**src/rtl/data_encode_pipe.sv**
```systemverilog
// rtl/data_encode_pipe.sv - write-side SEC Hamming encoder stage with skid buffer and error injection
// 32-bit data in, 38-bit inverted-data Hamming codeword out; one registered stage with valid/ready on both sides.
module data_encode_pipe #(
   parameter int CNT_W = 16
) (
   input  logic             clk,
   input  logic             rst,
   input  logic             in_valid,
   output logic             in_ready,
   input  logic [31:0]      in_data,
   input  logic             inj_arm,
   input  logic [1:0]       inj_mode,
   input  logic [5:0]       inj_pos,
   output logic             out_valid,
   input  logic             out_ready,
   output logic [37:0]      out_data,
   output logic             out_inj,
   output logic [CNT_W-1:0] beat_cnt,
   output logic [CNT_W-1:0] inj_cnt
);

   // Data bits go to non-power-of-two positions inverted, so all-ones data encodes to all zeros.
   function automatic logic [37:0] encode(input logic [31:0] d);
      logic [37:0] w;
      logic [5:0]  pos;
      logic        p;
      int          j;
      w = '0;
      j = 0;
      for (int i = 0; i < 38; i++) begin
         pos = 6'(i + 1);
         if ((pos & (pos - 6'd1)) != 6'd0) begin
            w[i] = ~d[j];
            j++;
         end
      end
      for (int k = 0; k < 6; k++) begin
         p = 1'b0;
         for (int i = 0; i < 38; i++) begin
            if ((((i + 1) >> k) & 1) != 0) p = p ^ w[i];
         end
         w[(1 << k) - 1] = p;
      end
      return w;
   endfunction

   logic        ov;
   logic        sv;
   logic        inj_pend;
   logic [37:0] sk_data;
   logic        sk_inj;

   logic        fire_in;
   logic        fire_out;
   logic        inj_eff;
   logic        inj_hit;
   logic [5:0]  p2;
   logic [37:0] flip_mask;
   logic [37:0] cw_in;

   assign in_ready  = ~sv & ~rst;
   assign out_valid = ov;

   always_comb begin
      fire_in   = in_valid & in_ready;
      fire_out  = ov & out_ready;
      inj_eff   = inj_pend | inj_arm;
      p2        = (inj_pos == 6'd37) ? 6'd0 : inj_pos + 6'd1;
      flip_mask = '0;
      inj_hit   = 1'b0;
      if (inj_eff && (inj_pos <= 6'd37)) begin
         case (inj_mode)
            2'b01: begin
               flip_mask = 38'd1 << inj_pos;
               inj_hit   = 1'b1;
            end
            2'b10: begin
               flip_mask = (38'd1 << inj_pos) | (38'd1 << p2);
               inj_hit   = 1'b1;
            end
            default: begin
               flip_mask = '0;
               inj_hit   = 1'b0;
            end
         endcase
      end
      cw_in = encode(in_data) ^ flip_mask;
   end

   always_ff @(posedge clk) begin
      if (rst) begin
         ov       <= 1'b0;
         sv       <= 1'b0;
         inj_pend <= 1'b0;
         out_data <= '0;
         out_inj  <= 1'b0;
         sk_data  <= '0;
         sk_inj   <= 1'b0;
         beat_cnt <= '0;
         inj_cnt  <= '0;
      end else begin
         // A pending arm is consumed by the next accepted beat even if no flip applies.
         if (fire_in)
            inj_pend <= 1'b0;
         else if (inj_arm)
            inj_pend <= 1'b1;

         if (fire_out) begin
            if (beat_cnt != '1) beat_cnt <= beat_cnt + CNT_W'(1);
            if (out_inj && (inj_cnt != '1)) inj_cnt <= inj_cnt + CNT_W'(1);
         end

         if (!ov || fire_out) begin
            ov <= sv | fire_in;
            sv <= 1'b0;
            if (sv) begin
               out_data <= sk_data;
               out_inj  <= sk_inj;
            end else if (fire_in) begin
               out_data <= cw_in;
               out_inj  <= inj_hit;
            end
         end else if (fire_in) begin
            sk_data <= cw_in;
            sk_inj  <= inj_hit;
            sv      <= 1'b1;
         end
      end
   end

endmodule
```
**config.mk**
```make
export PLATFORM = sky130hd
export DESIGN_NAME = data_encode_pipe
export DESIGN_NICKNAME = d
export VERILOG_FILES = /design/src/rtl/data_encode_pipe.sv
export SDC_FILE = /design/constraint.sdc
export NUM_CORES = 1
export LEC_CHECK = 0
export CAP_MARGIN = 20
export CORE_AREA = 2 2 132 134
export CTS_BUF_LIST = sky130_fd_sc_hd__clkbuf_8
export DETAILED_ROUTE_END_ITERATION = 16
export DIE_AREA = 0 0 134 136
export GPL_ROUTABILITY_DRIVEN = 0
export PLACE_DENSITY = 0.75
export REMOVE_ABC_BUFFERS = 1
export SKIP_CTS_REPAIR_TIMING = 1
export SKIP_LAST_GASP = 1
export SYNTH_ARGS = -nofsm -noshare
export SYNTH_HDL_FRONTEND = slang
export SYNTH_SLANG_ARGS = --single-unit
```
**constraint.sdc**
```tcl
create_clock -name clk -period 2.7 [get_ports clk]
set_clock_uncertainty 0.1 [all_clocks]
set_input_delay 0.81 -clock clk [delete_from_list [all_inputs] [get_ports clk]]
set_output_delay 0.81 -clock clk [all_outputs]
set_load 0.005 [all_outputs]
```
Yosys cells after proc, flatten, opt, wreduce, memory -nomap -nowiden
Cells that the tools add are included.
{ "classes": {"addsub": 3, "magnitude_cmp": 1, "eq_ne": 5, "shifts": 2, "muxes": 9, "bitwise_logic": 126, "reduce_logical": 12} }
{ "ops": {"columns": ["cell", "count"], "rows": [
  ["2-to-1 mux 38 bit", 3],
  ["XOR 1 bit", 84],
  ["one-hot mux 38 bit (2 select lines)", 1],
  ["left shift 1 x 6 -> 38 bit, first input constant", 2],
  ["bitwise OR 38 bit", 1],
  ["XOR 38 bit", 1],
  ["NOT 1 bit", 35],
  ["adder 16 x 1 -> 16 bit, second input constant", 2],
  ["inequality test 16 bit, second input constant", 2],
  ["AND reduction 2 bit", 4],
  ["adder 6 x 1 -> 6 bit, second input constant", 1],
  ["equality test 6 bit, second input constant", 1],
  ["<= comparator 6 bit, second input constant", 1],
  ["2-to-1 mux 6 bit", 1],
  ["OR reduction 2 bit", 3],
  ["2-to-1 mux 1 bit", 4],
  ["AND 1 bit", 3],
  ["equality test 2 x 1 -> 1 bit, second input constant", 1],
  ["equality test 2 bit, second input constant", 1],
  ["logical AND 1 bit", 2],
  ["bitwise OR 1 bit", 2],
  ["nonzero test 2 bit", 1],
  ["zero test 1 bit", 1],
  ["logical OR 1 bit", 1]
]} }
{ "totals": {"regBits": 113, "input_bits": 45, "out_inout_bits": 73, "elab_cells": 167} }

Logic depth before layout (Yosys ltp)
Gate-level depths: netlist of the first run.
{ "depth": {"word_depth": 21, "mapped_depth": 11} }

Least setup slack after synthesis of the first run
Ideal clock, no wire load.
{ "synth_path": {"kind": "in2reg", "startpoint": "in inj_pos[1]", "endpoint": "reg out_data[27]", "setup_ns": 0.079, "arrival_time_ns": 2.718, "required_ns": 2.521, "slack_ns": -0.197, "path_stages": 10, "n_path_buf": 1, "path_cell_list": "inv_1 > ha_1 > nor4bb_4 > buf_6 > nor2_2 > nor4b_4 > a32o_1 > a21boi_1 > o31a_1 > a211oi_2"} }
{ "synth_between": {"elab_chain_cells": 9, "elab_cells_between_ends": 13, "cone_classes": "add/sub: 1; order compare: 1; eq/ne: 1; shift: 2; mux: 5; bitwise: 2; reduce/logical: 1"} }
{ "synth_lines": {"columns": ["item", "line", "text"], "rows": [
  ["start: declaration", "13", "input logic [5:0] inj_pos,"],
  ["adder 6 x 1 -> 6 bit / equality test 6 bit (equally long branches)", "68", "p2 = (inj_pos == 6'd37) ? 6'd0 : inj_pos + 6'd1;"],
  ["2-to-1 mux 6 bit", "68", null],
  ["left shift 1 x 6 -> 38 bit", "78", "flip_mask = (38'd1 << inj_pos) | (38'd1 << p2);"],
  ["bitwise OR 38 bit", "78", null],
  ["one-hot mux 38 bit (2 select lines)", "72", "case (inj_mode)"],
  ["2-to-1 mux 38 bit *", "71", "if (inj_eff && (inj_pos <= 6'd37)) begin"],
  ["XOR 38 bit *", "87", "cw_in = encode(in_data) ^ flip_mask;"],
  ["2-to-1 mux 38 bit *", "119", "end else if (fire_in) begin"],
  ["2-to-1 mux 38 bit *", "116", "if (sv) begin"],
  ["end signal: assignment", "117", "out_data <= sk_data;"],
  ["end signal: assignment", "120", "out_data <= cw_in;"],
  ["end: declaration", "16", "output logic [37:0] out_data,"]
]} }
Every way passes the cells marked *; elsewhere a longest branch is shown, timed or not. The select of a mux whose other input is x is not followed.
A chain may end at the register's enable or synchronous reset.

Worst setup path in the final report of the first run
{ "layout_path": {"startpoint": "in inj_pos[1]", "endpoint": "reg out_data[7]"} }
Same word-level chain as after synthesis.

==> results of run 1 <==
[layout by cell type, fill, tap and decap left out, types with 19 or more instances in the layout]
master / Yosys / final
a21oi_1: 27 / 19
a31oi_1: 24 / 22
buf_4: 0 / 120
clkbuf_8: 0 / 20
clkdlybuf4s50_1: 0 / 103
dfxtp_1: 113 / 113
nand2_1: 115 / 115
nand3_1: 78 / 75
nor2_1: 55 / 54
o21ai_0: 49 / 45
xnor2_1: 71 / 62
xor2_1: 29 / 29
[through the flow]
| stage | utilization, % | instances | setup TNS (ns) |
|---|---|---|---|
| 3_3_place_gp | 52.56 | 1241 | -50.10 |
| 2_1_floorplan | - | 769 | -110.62 |
| 4_1_cts | 54.87 | 1272 | -16.70 |
| 5_1_grt | 57.09 | 1275 | -0.07058 |
| 3_5_place_dp | 52.56 | 1241 | -53.13 |
| 6_report | 57.09 | 1275 | 0 |
[state kept, by name, summed over array words and instances, names as in the netlist]
name and flops:
beat_cnt 16, inj_cnt 16, inj_pend 1, out_data 38, out_inj 1, out_valid 1, sk_data 38, sk_inj 1
sv 1
[cell type report]
cell class / instances / area (sq um)
Fill cell: 1447 / 7242
Multi-Input combinational cell: 644 / 4372
Timing Repair Buffer: 250 / 2283
Sequential cell: 113 / 2262
Tap cell: 225 / 281.5
Clock buffer: 20 / 275.3
Clock inverter: 11 / 115.1
Inverter: 12 / 45.04
[critical path, cell delays in order]
cell	delay [ns]
dlymetal6s2s_1	0.15
inv_2	0.09
buf_4	0.11
ha_1	0.19
o31ai_2	0.08
buf_4	0.14
a211o_1	0.32
buf_12	0.18
buf_4	0.16
or3_1	0.38
a21o_1	0.18
a31oi_1	0.14
[cell families (layout without fill, tap and decap cells)]
group	count (synthesis)	count (layout)	share of synthesized area [%]
AND/OR/NAND/NOR	348	348	26.21
XOR/XNOR	103	103	14.19
adder cells (fa/ha/maj)	11	11	2.084
AO/OA/AOI/OAI	181	181	18.65
buffers and inverters	70	293	4.453
multiplexers	1	1	0.1516
flip-flops	113	113	34.26
[worst paths after layout]
| path | from | to | slack (ns) | depth (start not counted) |
|---|---|---|---|---|
| max | inj_pos[1] | out_data[7] | 0.05 | 12 |
| max reg2reg | inj_cnt[3] | inj_cnt[9] | 0.48 | 8 |
| min | sk_data[36] | sk_data[36] | 0.35 | 2 |
| min reg2reg | sk_data[36] | sk_data[36] | 0.35 | 2 |
[power groups by stage]
stage	combinational, mW	sequential, mW	clock, mW
2_1_floorplan	0.562	1.82	0
3_3_place_gp	1.15	1.82	0
3_5_place_dp	1.16	1.82	0
4_1_cts	1.17	1.78	1.63
5_1_grt	1.39	1.79	1.71
6_report	1.30	1.78	1.60
[metal layers]
layer  track usage [%]  wire length (microns)  vias up
li1                  -                      -     3373
met3             5.145                   1598       69
met5                 0                      0        -
met1             28.53                   8840     3280
met4             10.05                    885        0
met2             37.58                   9930      324
==> flow_metrics.env, run 1 <==
export IMPL_crit_type="primary input to flip-flop"
export IMPL_power_switching_mw=1.388
export IMPL_cp_arrival_ns=2.93
export IMPL_holdWs_ns=0.3526
export IMPL_fp_dieH_microns=136
export IMPL_synth_cells=827
export IMPL_post_dp_hpwl_microns=14570
export IMPL_pre_cts_slack_ns=-0.8312
export IMPL_drv_cap=0
export IMPL_netlist_area_sq_um=6603
export IMPL_yosysMostFrequentCell="nand2_1"
export IMPL_cts_buffer_depth=2
export IMPL_grt_max_degree=61
export IMPL_leakage_nw=3.783
export IMPL_synth_top_cell_area_share_pct=34.26
export IMPL_drt_iter0_markers=613
export IMPL_grt_usage_pct=22.78
export IMPL_slew_viol_final=0
export IMPL_cts_buffers=17
export IMPL_crit_fanout=22
export IMPL_area_growth_pct=45.92
export IMPL_drive_gt1_share_pct=22.95
export IMPL_hold_class="flip-flop to flip-flop"
export IMPL_wirelength_microns=21260
export IMPL_yosysTopAreaCell="dfxtp_1"
export IMPL_cts_tree="built"
export IMPL_cts_root_buf="clkbuf_8"
export IMPL_cts_sinks=113
export IMPL_hold_viol=0
export IMPL_synth_top_cells_by_count="115 x nand2_1, 113 x dfxtp_1, 78 x nand3_1, 71 x xnor2_1, 55 x nor2_1"
export IMPL_swShare_pct=29.67
export IMPL_placed_area_sq_um=8870
export IMPL_cp_start_kind="primary input"
export IMPL_initial_core_util_pct=39.12
export IMPL_ios=118
export IMPL_die_area_sq_um=18220
export IMPL_ys_ff_latch=113
export IMPL_grt_overflow=0
export IMPL_antenna_found_initial=0
export IMPL_period_needed_ns=2.646
export IMPL_synth_edf_count=0
export IMPL_synthDistinctLibCells=61
export IMPL_clk_insertion_delay_late_ns=0.46
export IMPL_grt_pass1_vias=6471
export IMPL_drt_drc_violations_left=0
export IMPL_final_cell_area_sq_um=9634
export IMPL_power_density_nw_per_um2=485.6
export IMPL_status="completed"
export IMPL_power_frac_clock_pct=34.1
export IMPL_setup_viol=0
export IMPL_ant_nets=0
export IMPL_seq_area_frac_synth_pct=34.26
export IMPL_rsz0062_at_grt="true"
export IMPL_core_sq_um=16880
export IMPL_combPwrFrac_pct=27.8
export IMPL_end_kind="flip-flop"
export IMPL_grt_pass1_wl_microns=33020
export IMPL_maxSlewHeadroom_pct=54.57
export IMPL_tightest_slew_ns=0.6815
export IMPL_clk_pin_slew_worst_paths_ns=0.07
export IMPL_synth_warnings=0
export IMPL_avgSynthCellArea_sq_um=7.984
export IMPL_wl_per_cell_microns=16.67
export IMPL_finalCritPeriodShare_pct=98.01
export IMPL_synthTopCellsByArea="dfxtp_1 34%, xnor2_1 9.4%, nand2_1 6.5%"
export IMPL_seqPwrFrac_pct=38.1
export IMPL_synth_main_ff_cell="dfxtp_1"
export IMPL_rows=48
export IMPL_worstPathRequired_ns=2.98
export IMPL_fp_dieW_microns=134
export IMPL_dr_pass1_iters=5
export IMPL_htreeDepth=4
export IMPL_viasPerCell=5.526
export IMPL_fin_nets=1094
export IMPL_async_flop_share_pct=0
export IMPL_irDropWorstVdd_mv=0.4415
export IMPL_port_buffers=117
export IMPL_worst_slack_ns=0.05382
export IMPL_max_clock_freq_mhz=377.9
export IMPL_total_power_mw=4.678
export IMPL_p_int_mw=3.290
export IMPL_via_count=7046
export IMPL_num_antenna_cells=0
Power figures use the tool's default switching activity.
==> inputs of run 2 (changes only) <==
- CORE_AREA: 2 2 132 134 -> 2 2 118 120
- DIE_AREA: 0 0 134 136 -> 0 0 120 122
- PLACE_DENSITY: 0.75 -> 0.89
==> flow_metrics.env, run 2 (synthesized netlist as in run 1, its figures left out) <==
export IMPL_finalCritPeriodShare_pct=105.7
export IMPL_swShare_pct=29.63
export IMPL_power_density_nw_per_um2=501.8
export IMPL_wl_met2_microns=11020
export IMPL_grt_overflow=0
export IMPL_fp_dieW_microns=120
export IMPL_core_sq_um=13500
export IMPL_ios=118
export IMPL_cts_buffers=17
export IMPL_p_int_mw=3.397
export IMPL_combPwrFrac_pct=26.5
export IMPL_final_cell_area_sq_um=9619
export IMPL_fin_nets=1085
export IMPL_worstPathRequired_ns=2.97
export IMPL_port_buffers=117
export IMPL_drv_cap=0
export IMPL_fp_dieH_microns=122
export IMPL_layout_commonest_cell="nand2_1"
export IMPL_leakage_nw=3.726
export IMPL_area_growth_pct=45.69
export IMPL_cp_arrival_ns=3.12
export IMPL_path_cells="clkbuf_4, ha_4, nor4bb_4, nor2_2, nor4b_4, buf_6, buf_4, a32oi_1, o21ai_0, nand3_1, a31oi_1"
export IMPL_hold_class="flip-flop to flip-flop"
export IMPL_grt_usage_pct=27.93
export IMPL_cp_slowest_cell="nor4bb_4"
export IMPL_violations="setup timing"
export IMPL_wirelength_microns=23920
export IMPL_holdWs_ns=0.3546
export IMPL_via_count=7675
export IMPL_hold_viol=0
export IMPL_final_cells=1222
export IMPL_drive_gt1_share_pct=22.74
export IMPL_cts_sinks=113
export IMPL_final_cell_mix="114 x nand2_1, 113 x dfxtp_1, 112 x buf_4, 106 x clkdlybuf4s50_1, 77 x nand3_1"
export IMPL_slew_viol_final=0
export IMPL_grt_pass1_vias=6686
export IMPL_clk_pin_slew_worst_paths_ns=0.07
export IMPL_grt_pass1_wl_microns=32680
export IMPL_period_needed_ns=2.853
export IMPL_ant_nets=0
export IMPL_cp_start_kind="primary input"
export IMPL_rsz0062_at_grt="true"
export IMPL_antenna_found_initial=0
export IMPL_max_clock_freq_mhz=350.5
export IMPL_htreeDepth=4
export IMPL_dr_pass1_iters=9
export IMPL_drt_iter0_markers=1111
export IMPL_power_frac_clock_pct=36.5
export IMPL_rows=43
export IMPL_initial_core_util_pct=48.89
export IMPL_maxSlewHeadroom_pct=56.39
export IMPL_wl_met1_microns=8647
export IMPL_status="finished, violations left"
export IMPL_dp_cells=1185
export IMPL_cts_root_buf="clkbuf_8"
export IMPL_critPathBufInv=3
export IMPL_tightest_slew_ns=0.6542
export IMPL_post_dp_hpwl_microns=14600
export IMPL_clk_insertion_delay_late_ns=0.45
export IMPL_irDropWorstVdd_mv=0.5055
export IMPL_path_delay_family="simple AND/OR/NAND/NOR gates"
export IMPL_cts_buffer_depth=2
export IMPL_num_antenna_cells=0
export IMPL_critical_path_max_stage_delay_ns=0.40
export IMPL_total_power_mw=4.827
export IMPL_wl_met3_microns=2551
export IMPL_top_regs="out_data: 38 flops, sk_data: 38 flops"
export IMPL_placed_area_sq_um=8731
export IMPL_crit_fanout=7
export IMPL_grt_max_degree=61
export IMPL_cts_tree="built"
export IMPL_die_area_sq_um=14640
export IMPL_setup_viol=19
export IMPL_drt_drc_violations_left=0
export IMPL_crit_type="primary input to flip-flop"
export IMPL_end_kind="flip-flop"
export IMPL_highest_layer="met4"
export IMPL_wl_per_cell_microns=19.57
export IMPL_fill_cells=942
export IMPL_seqPwrFrac_pct=37.0
export IMPL_viasPerCell=6.281
export IMPL_power_switching_mw=1.430
export IMPL_worst_slack_ns=-0.1531
==> run 2: cell type report <==
| class | instances | area, sq um | share of cell area (%) |
|---|---|---|---|
| well taps | 180 | 225.2 | 2.341 |
| clock inverters | 14 | 187.7 | 1.951 |
| repair buffers | 241 | 2213 | 23.01 |
| inverters | 12 | 47.55 | 0.4943 |
| flip-flops and latches | 113 | 2262 | 23.52 |
| clock buffers | 18 | 247.7 | 2.575 |
| multi-input cells | 644 | 4436 | 46.11 |
==> run 2: path summary, 6_finish.rpt <==
check / startpoint / to / slack (ns) / cells past startpoint
max: inj_pos[0] / out_data[30] / -0.15 / 11
min: sk_data[12] / sk_data[12] / 0.35 / 2
max reg2reg: inj_cnt[3] / inj_cnt[9] / 0.45 / 8
min reg2reg: sk_data[12] / sk_data[12] / 0.35 / 2
==> run 2: power groups by stage <==
stage | combinational, mW | sequential (mW) | clock [mW]
finish | 1.28 | 1.79 | 1.76
global route | 1.34 | 1.79 | 1.86
CTS | 1.12 | 1.78 | 1.78
detailed placement | 1.11 | 1.82 | 0
global placement | 1.09 | 1.82 | 0
floorplan | 0.562 | 1.82 | 0
==> run 2: worst min-delay path, cell delays in order (launching register included) <==
cell and delay, ns:
dfxtp_1 0.31, nand3_1 0.06, nand2_1 0.05
==> run 2: metrics by stage <==
| stage | util, % | worst slack [ns] | setup TNS (ns) |
|---|---|---|---|
| floorplan | - | -2.114 | -110.62 |
| global placement | 64.65 | -0.7314 | -46.45 |
| detailed placement | 64.65 | -0.7823 | -50.71 |
| CTS | 67.88 | -0.3856 | -15.13 |
| global route | 71.23 | -0.2253 | -2.808 |
| finish | 71.23 | -0.1531 | -1.110 |
==> run 2: routing by layer <==
layer / vias up / GRT usage, %
met1: 3576 / 33.28
met3: 167 / 6.976
met4: 0 / 13.68
li1: 3343 / -
met5: - / 0
met2: 589 / 47.02
==> inputs of run 3 (changes only) <==
- CAP_MARGIN: 20 -> not set
- PLACE_DENSITY: 0.89 -> 0.79
- RECOVER_POWER: not set -> 50
==> flow_metrics.env, run 3 (synthesized netlist as in run 1, its figures left out) <==
export IMPL_final_cells=1224
export IMPL_drt_iter0_markers=667
export IMPL_top_usage_layer="met2"
export IMPL_crit_fanout=2
export IMPL_drv_cap=0
export IMPL_cts_buffers=17
export IMPL_cts_buffer_depth=2
export IMPL_cts_sinks=113
export IMPL_worstSetupEndpoint="out_data[7]"
export IMPL_clk_pin_slew_worst_paths_ns=0.07
export IMPL_rr_startpoint="inj_cnt[3]"
export IMPL_wirelength_microns=20580
export IMPL_antenna_found_initial=0
export IMPL_power_density_nw_per_um2=493.9
export IMPL_slew_viol_final=0
export IMPL_clk_insertion_delay_late_ns=0.46
export IMPL_crit_start="in_data[19]"
export IMPL_multi_input_area_sq_um=4305
export IMPL_area_growth_pct=42.83
export IMPL_grt_pass1_wl_microns=31750
export IMPL_tightest_slew_ns=0.6301
export IMPL_fin_nets=1088
export IMPL_max_clock_freq_mhz=373.2
export IMPL_top_regs="out_data: 38 flops, sk_data: 38 flops"
export IMPL_drive_gt1_share_pct=20.98
export IMPL_grt_pass1_vias=6315
export IMPL_die_area_sq_um=14640
export IMPL_period_needed_ns=2.679
export IMPL_setup_viol=0
export IMPL_fill_cells=1033
export IMPL_crit_type="primary input to flip-flop"
export IMPL_viasPerCell=5.739
export IMPL_regArea_sq_um=2262
export IMPL_final_cell_mix="116 x buf_4, 115 x nand2_1, 113 x dfxtp_1, 78 x nand3_1, 62 x dlygate4sd3_1"
export IMPL_dr_pass1_iters=7
export IMPL_status="completed"
export IMPL_ios=118
export IMPL_dp_cells=1185
export IMPL_grt_overflow=0
export IMPL_critical_path_max_stage_delay_ns=0.45
export IMPL_wl_per_cell_microns=16.81
export IMPL_end_kind="flip-flop"
export IMPL_drt_drc_violations_left=0
export IMPL_cts_root_buf="clkbuf_8"
export IMPL_grt_use_met2_pct=44.14
export IMPL_post_dp_hpwl_microns=14300
export IMPL_fp_dieH_microns=122
export IMPL_cp_start_kind="primary input"
export IMPL_rows=43
export IMPL_met1_usage_pct=35.20
export IMPL_initial_core_util_pct=48.89
export IMPL_worstPathRequired_ns=2.98
export IMPL_hold_viol=0
export IMPL_port_buffers=117
export IMPL_cpMostUsedCell="xnor2_1"
export IMPL_via_count=7024
export IMPL_cts_tree="built"
export IMPL_hold_class="flip-flop to flip-flop"
export IMPL_num_antenna_cells=0
export IMPL_cp_slowest_cell="clkdlybuf4s50_1"
export IMPL_htreeDepth=4
export IMPL_r2r_end="inj_cnt[13]"
export IMPL_cp_arrival_ns=2.96
export IMPL_total_power_mw=4.657
export IMPL_maxSlewHeadroom_pct=58.00
export IMPL_path_cells="clkdlybuf4s50_1, xnor2_1, buf_4, xnor2_1, xnor2_1, xnor2_1, or3_1, a21o_1, a31oi_1"
export IMPL_reg2regPathDepth=8
export IMPL_leakage_nw=3.870
export IMPL_layout_commonest_cell="buf_4"
export IMPL_grt_max_degree=61
export IMPL_irDropWorstVdd_mv=0.3633
export IMPL_core_sq_um=13500
export IMPL_finalCritPeriodShare_pct=99.24
export IMPL_grt_usage_pct=27.43
export IMPL_grt_use_met3_pct=6.788
export IMPL_r2r_slack_ns=0.54
export IMPL_ant_nets=0
export IMPL_fp_dieW_microns=120
run 3: through the flow:
stage / hold slack (ns) / setup WS, ns / utilization, % / TNS [ns] / cell area, sq um
after global routing: 0.3699 / -0.04324 / 69.83 / -0.2956 / 9430
after floorplan: 0.3294 / -2.114 / - / -110.62 / 6354
after detailed placement: 0.3446 / -0.8209 / 64.56 / -51.01 / 8718
after CTS: 0.3550 / -0.3382 / 67.52 / -14.41 / 9117
final: 0.3520 / 0.02056 / 69.83 / 0 / 9430
after global placement: 0.3373 / -0.7703 / 64.56 / -46.49 / 8718
run 3: how the worst min path moves through the flow:
stage                      startpoint           to  slack (ns)  cells past startpoint
after floorplan            sk_data[0]   sk_data[0]        0.33                      2
after detailed placement  sk_data[10]  sk_data[10]        0.34                      2
final                     sk_data[10]  sk_data[10]        0.35                      2
after CTS                 sk_data[10]  sk_data[10]        0.35                      2
after global routing      sk_data[12]  sk_data[12]        0.37                      2
after global placement     sk_data[0]   sk_data[0]        0.34                      2
run 3: where the power goes:
group / leakage (nW) / internal (mW) / switching, mW
logic: 2.75 / 0.639 / 0.610
clock network: 0.201 / 0.904 / 0.723
registers: 0.920 / 1.74 / 0.0385
run 3: area by class of cell:
cell class                 instances  share of cell area [%]
tap                              180                   2.388
timing repair buffer             244                   23.23
sequential                       113                   23.99
multi-input combinational        644                   45.65
clock buffer                      21                   3.065
clock inverter                    10                   1.168
inverter                          12                  0.5042
run 3: critical path: cells and delay by family:
| family | cells | cell delay, ns |
|---|---|---|
| AOI/OAI and AO/OA | 2 | 0.35 |
| xor gates and xnor gates | 4 | 0.77 |
| and+or+nand+nor | 1 | 0.41 |
| buffers and inverters | 2 | 0.62 |
run 3: per-layer routing:
metal / wire [microns] / vias up
li1: - / 3350
met1: 8768 / 3303
met2: 9658 / 307
met3: 1419 / 64
met4: 734 / 0
met5: 0 / -
